==> src/rtl/rr_lock_arbiter.sv <==
// Round-robin arbiter whose winner keeps the grant until it releases; priority rotates past the last winner.
// Define ARB_TIMEOUT_EN to revoke grants held for TIMEOUT cycles and expose the timeout pulse.
module rr_lock_arbiter #(
    parameter int N       = 4,
    parameter int IDX_W   = $clog2(N),
    parameter int TIMEOUT = 15
) (
    input  logic             CLK,
    input  logic             ASYNCRESET,
    input  logic [N-1:0]     req,
    // "release" is a reserved word in SystemVerilog, so the release strobes are named rel
    input  logic [N-1:0]     rel,
    output logic [N-1:0]     grant,
    output logic             grant_valid,
    output logic [IDX_W-1:0] grant_idx
`ifdef ARB_TIMEOUT_EN
    ,
    output logic             timeout
`endif
);
    typedef enum logic {IDLE, BUSY} state_t;

    state_t           state_q, state_d;
    logic [N-1:0]     grant_q, grant_d;
    logic             valid_q, valid_d;
    logic [IDX_W-1:0] idx_q, idx_d;
    logic [IDX_W-1:0] ptr_q, ptr_d;
    logic [N-1:0]     cand;
    logic             win_found;
    logic [IDX_W-1:0] win_idx;
    logic             rel_evt;
    logic             drop;

`ifdef ARB_TIMEOUT_EN
    localparam int CNT_W = $clog2(TIMEOUT + 1);
    logic [CNT_W-1:0] cnt_q, cnt_d;
    logic             tmo_q, tmo_d;
    logic             expire;

    assign expire  = (state_q == BUSY) && (cnt_q == CNT_W'(TIMEOUT - 1));
    assign drop    = rel_evt | expire;
    assign timeout = tmo_q;
`else
    assign drop    = rel_evt;
`endif

    // The current owner is excluded so a releasing owner cannot win its own handoff
    always_comb begin
        cand      = req & ~grant_q;
        win_found = |cand;
        win_idx   = '0;
        for (int i = N - 1; i >= 0; i--) begin
            if (cand[i]) win_idx = IDX_W'(i);
        end
        for (int i = N - 1; i >= 0; i--) begin
            if (cand[i] && (i >= int'(ptr_q))) win_idx = IDX_W'(i);
        end
    end

    assign rel_evt = |(grant_q & (rel | ~req));

    always_comb begin
        state_d = state_q;
        grant_d = grant_q;
        idx_d   = idx_q;
        ptr_d   = ptr_q;
`ifdef ARB_TIMEOUT_EN
        cnt_d   = cnt_q;
        tmo_d   = expire & ~rel_evt;
`endif
        if ((state_q == IDLE) || drop) begin
            if (win_found) begin
                state_d          = BUSY;
                grant_d          = '0;
                grant_d[win_idx] = 1'b1;
                idx_d            = win_idx;
                ptr_d            = (int'(win_idx) == N - 1) ? '0 : win_idx + 1'b1;
`ifdef ARB_TIMEOUT_EN
                cnt_d            = '0;
`endif
            end else begin
                state_d = IDLE;
                grant_d = '0;
                idx_d   = '0;
            end
        end else begin
`ifdef ARB_TIMEOUT_EN
            cnt_d = cnt_q + 1'b1;
`endif
        end
        valid_d = |grant_d;
    end

    always_ff @(posedge CLK or posedge ASYNCRESET) begin
        if (ASYNCRESET) begin
            state_q <= IDLE;
            grant_q <= '0;
            valid_q <= 1'b0;
            idx_q   <= '0;
            ptr_q   <= '0;
`ifdef ARB_TIMEOUT_EN
            cnt_q   <= '0;
            tmo_q   <= 1'b0;
`endif
        end else begin
            state_q <= state_d;
            grant_q <= grant_d;
            valid_q <= valid_d;
            idx_q   <= idx_d;
            ptr_q   <= ptr_d;
`ifdef ARB_TIMEOUT_EN
            cnt_q   <= cnt_d;
            tmo_q   <= tmo_d;
`endif
        end
    end

    assign grant       = grant_q;
    assign grant_valid = valid_q;
    assign grant_idx   = idx_q;

endmodule
==> config.mk <==
export PLATFORM = sky130hd
export DESIGN_NAME = rr_lock_arbiter
export DESIGN_NICKNAME = d
export VERILOG_FILES = /design/src/rtl/rr_lock_arbiter.sv
export SDC_FILE = /design/constraint.sdc
export NUM_CORES = 1
export LEC_CHECK = 0
export ABC_AREA = 1
export BUFFER_PORTS_ARGS = -buffer_cell sky130_fd_sc_hd__buf_2
export CAP_MARGIN = 0
export CORE_AREA = 4 4 41 43
export DETAILED_ROUTE_END_ITERATION = 7
export DIE_AREA = 0 0 45 47
export PLACE_DENSITY = 0.88
export SKIP_LAST_GASP = 1
export SYNTH_ARGS = -nofsm -noshare
export SYNTH_HDL_FRONTEND = slang
export SYNTH_SLANG_ARGS = --single-unit
export TNS_END_PERCENT = 1
==> constraint.sdc <==
create_clock -name CLK -period 2.9 [get_ports CLK]
set_input_delay 0.58 -clock CLK [delete_from_list [all_inputs] [get_ports CLK]]
set_output_delay 0.58 -clock CLK [all_outputs]
set_load 0.02 [all_outputs]
==> reports/qor.yml <==
floorplanning:
  die_area_sq_um: 2120
  fp.dieH_um: 47
  row_count: 13
  coreArea_sq_um: 1300
  io_pins: 17
  initial_core_util_pct: 51.1
  die_x_um: 45
setup_path:
  r2r_start: "grant[3]"
  cp-end-kind: "flip-flop"
  crit_path_max_incr_delay_ns: 0.41
  critical-path-top-delay-family: "simple AND/OR/NAND/NOR gates"
  start_kind: "flip-flop"
  required_ns: 3.06
  reg2reg_depth: 13
  setup.worst_path.class: "flip-flop to flip-flop"
  path_max_fanout: 4
  crit_chain: "inv_1, nand2_2, nand2_2, nand3_1, a31oi_1, inv_1, ha_1, inv_1, nor2_1, nand2_1, nand2_1, nor2_1, nand2_1"
  rr_endpoint: "grant_valid"
  cp_slowest_cell: "dfrtp_1"
  endpoint: "grant_valid"
  startpoint: "grant[3]"
  path_buf_inv: 3
  path_depth: 13
  crit_arrival_ns: 2.06
  regToRegSetupSlack_ns: 1.0
clock_tree:
  tritoncts: "built"
  clockBufferDepth: 2
  cts_setup_buffers: 0
  cts_resized: 0
  clkLatencyLatePin_ns: 0.27
  cts_sinks: 10
  ctsHoldBuffers: 0
  cts_root_buf: "clkbuf_4"
  clk_pin_slew_ns: 0.06
  cts_buffers: 3
  htree_levels: 1
placement:
  place_inst: 123
  place_area_sq_um: 763
  gp_congestion: 0.823
  port_buffers: 16
  hpwl_mm: 1.11
finish:
  drive_gt1_share_pct: 31.3
  syn_to_final_growth_pct: 20.3
  antennaDiodeCount: 0
  nets: 127
  fin_cells: 127
  design_area_sq_um: 800
synthesis:
  synthesis.area_sq_um: 664
  synth_top_area_cell: "dfrtp_1"
  ys_top_cells_by_area: "dfrtp_1 (38%), nand2_1 (14%), inv_1 (9.0%), ha_1 (7.5%), nand2_2 (6.6%)"
  synth_seq_cells: 10
  yosysMostFrequentCell: "nand2_1"
  ys.warnings.count: 0
  synthTopCellsByCount: "nand2_1 (24), inv_1 (16), dfrtp_1 (10)"
  synth-edff-count: 0
  async_reset_ff_share_pct: 100
  synth_cells: 92
  syn-num-nets: 106
  synth_top_area_share_pct: 37.7
  synth_cell_type_count: 15
  synth_ff_type: "dfrtp_1"
  syn_area_per_cell_sq_um: 7.22
  seq_area_frac_synth_pct: 37.7
power:
  p_sw_uw: 408
  power_uw: 851
  swShare_pct: 47.9
  power.density_nw_per_um2: 1060
  power_frac_comb_pct: 57.2
  p_leak_nw: 0.467
  p_seq_share_pct: 28.1
  intPower_uw: 444
  vdd_drop_max_mv: 0.630
  power_frac_clock_pct: 14.7
grt:
  grt_antenna_before_repair: 0
  grt_usage_pct: 15.9
  grt_remaining_overflow: 0
  grt_max_degree: 11
  grt_first_pass_wirelength_mm: 2.38
  grt_pass1_vias: 575
worst_hold_path:
  hold_path.class: "input pin to asynchronous set/reset pin"
timing:
  setup_viol: 0
  tightest_slew_ns: 0.404
  rsz0062_at_grt: "false"
  drv_slew: 0
  setup_tns_ns: 0
  post-route-min-period_ns: 1.90
  period_share_pct: 65.5
  max_freq_mhz: 526
  skew_ns: 0.000721
  finalHoldViolCount: 0
  relSlewSlack_pct: 72.9
detailed_routing:
  first_pass_iters: 3
  top_layer: "met4"
  met1_length_um: 598
  wl_met2_um: 648
  wire_per_inst_um: 10.5
  wl_mm: 1.33
  drc_errors: 0
  viasPerCell: 4.76
  num_vias: 604
  dr_wl_met3_um: 52
  drt_iter0_markers: 3
  ant_nets: 0
run_status:
  status: "complete, no violations"
flow_run:
  max_cap_violations: 0
cell families (layout without fill, tap and decap cells):
group / count (synthesis) / count (layout) / share of synthesized area, %
and+or+nand+nor: 50 / 50 / 35.6
buffers and inverters: 19 / 39 / 10.7
DFF: 10 / 10 / 37.7
AOI/OAI and AO/OA: 9 / 9 / 8.48
adders and majority gates: 4 / 4 / 7.53
metrics by stage:
stage / hold WS, ns / utilization, % / setup WS, ns
after floorplan: 0.420 / - / 1.11
after global placement: 0.464 / 58.7 / 0.882
after detailed placement: 0.473 / 58.7 / 0.767
after CTS: 0.269 / 61.4 / 0.968
after global routing: 0.279 / 61.4 / 0.806
final: 0.267 / 61.4 / 1.00
registers in the layout (all words and copies together) (netlist names):
signal,flops
state_q,1
grant,4
ptr_q,2
grant_valid,1
grant_idx,2
cell type report:
cell class,count,area [sq um]
fill,130,502
multi-input combinational,63,343
sequential,10,250
timing repair buffer,16,80.1
inverter,19,71.3
clock buffer,4,36.3
tap,15,18.8
layout by cell type (no fill, tap or decap), types with 2 or more instances in the layout:
cell type	count
buf_2	16
clkbuf_4	3
dfrtp_1	10
ha_1	4
inv_1	16
inv_2	3
nand2_1	24
nand2_2	7
nand3_1	7
nor2_1	9
nor2_4	2
o21ai_0	2
o21ai_1	4
power by group through the flow:
stage / clock (mW) / combinational [mW] / sequential, mW
2_1_floorplan: 0 / 0.327 / 0.285
3_3_place_gp: 0 / 0.474 / 0.240
3_5_place_dp: 0 / 0.493 / 0.240
4_1_cts: 0.129 / 0.494 / 0.239
5_1_grt: 0.142 / 0.553 / 0.250
6_report: 0.125 / 0.487 / 0.239
routing by layer:
metal | track usage (%) | vias to the layer above
met5 | 0 | -
met4 | 10.5 | 0
met3 | 3.45 | 3
met2 | 26.0 | 11
met1 | 18.9 | 274
li1 | - | 316
how the worst min path moves through the flow:
stage	from	end	slack [ns]	depth (start not counted)
after floorplan	ASYNCRESET	grant[0]	0.42	1
after global placement	grant_idx[0]	grant_idx[0]	0.46	2
after detailed placement	grant_idx[0]	grant_idx[0]	0.47	2
after CTS	ASYNCRESET	grant_valid	0.27	2
after global routing	ASYNCRESET	grant[0]	0.28	2
final	ASYNCRESET	grant[0]	0.27	2
worst register-to-register path: stages, from the launching register on:
cell and delay [ns]:
dfrtp_1 0.41, inv_1 0.08, nand2_2 0.07, nand2_2 0.11, nand3_1 0.09, a31oi_1 0.34
inv_1 0.12, ha_1 0.21, inv_1 0.05, nor2_1 0.04, nand2_1 0.08, nand2_1 0.07
nor2_1 0.09, nand2_1 0.05
Power figures use the tool's default switching activity.
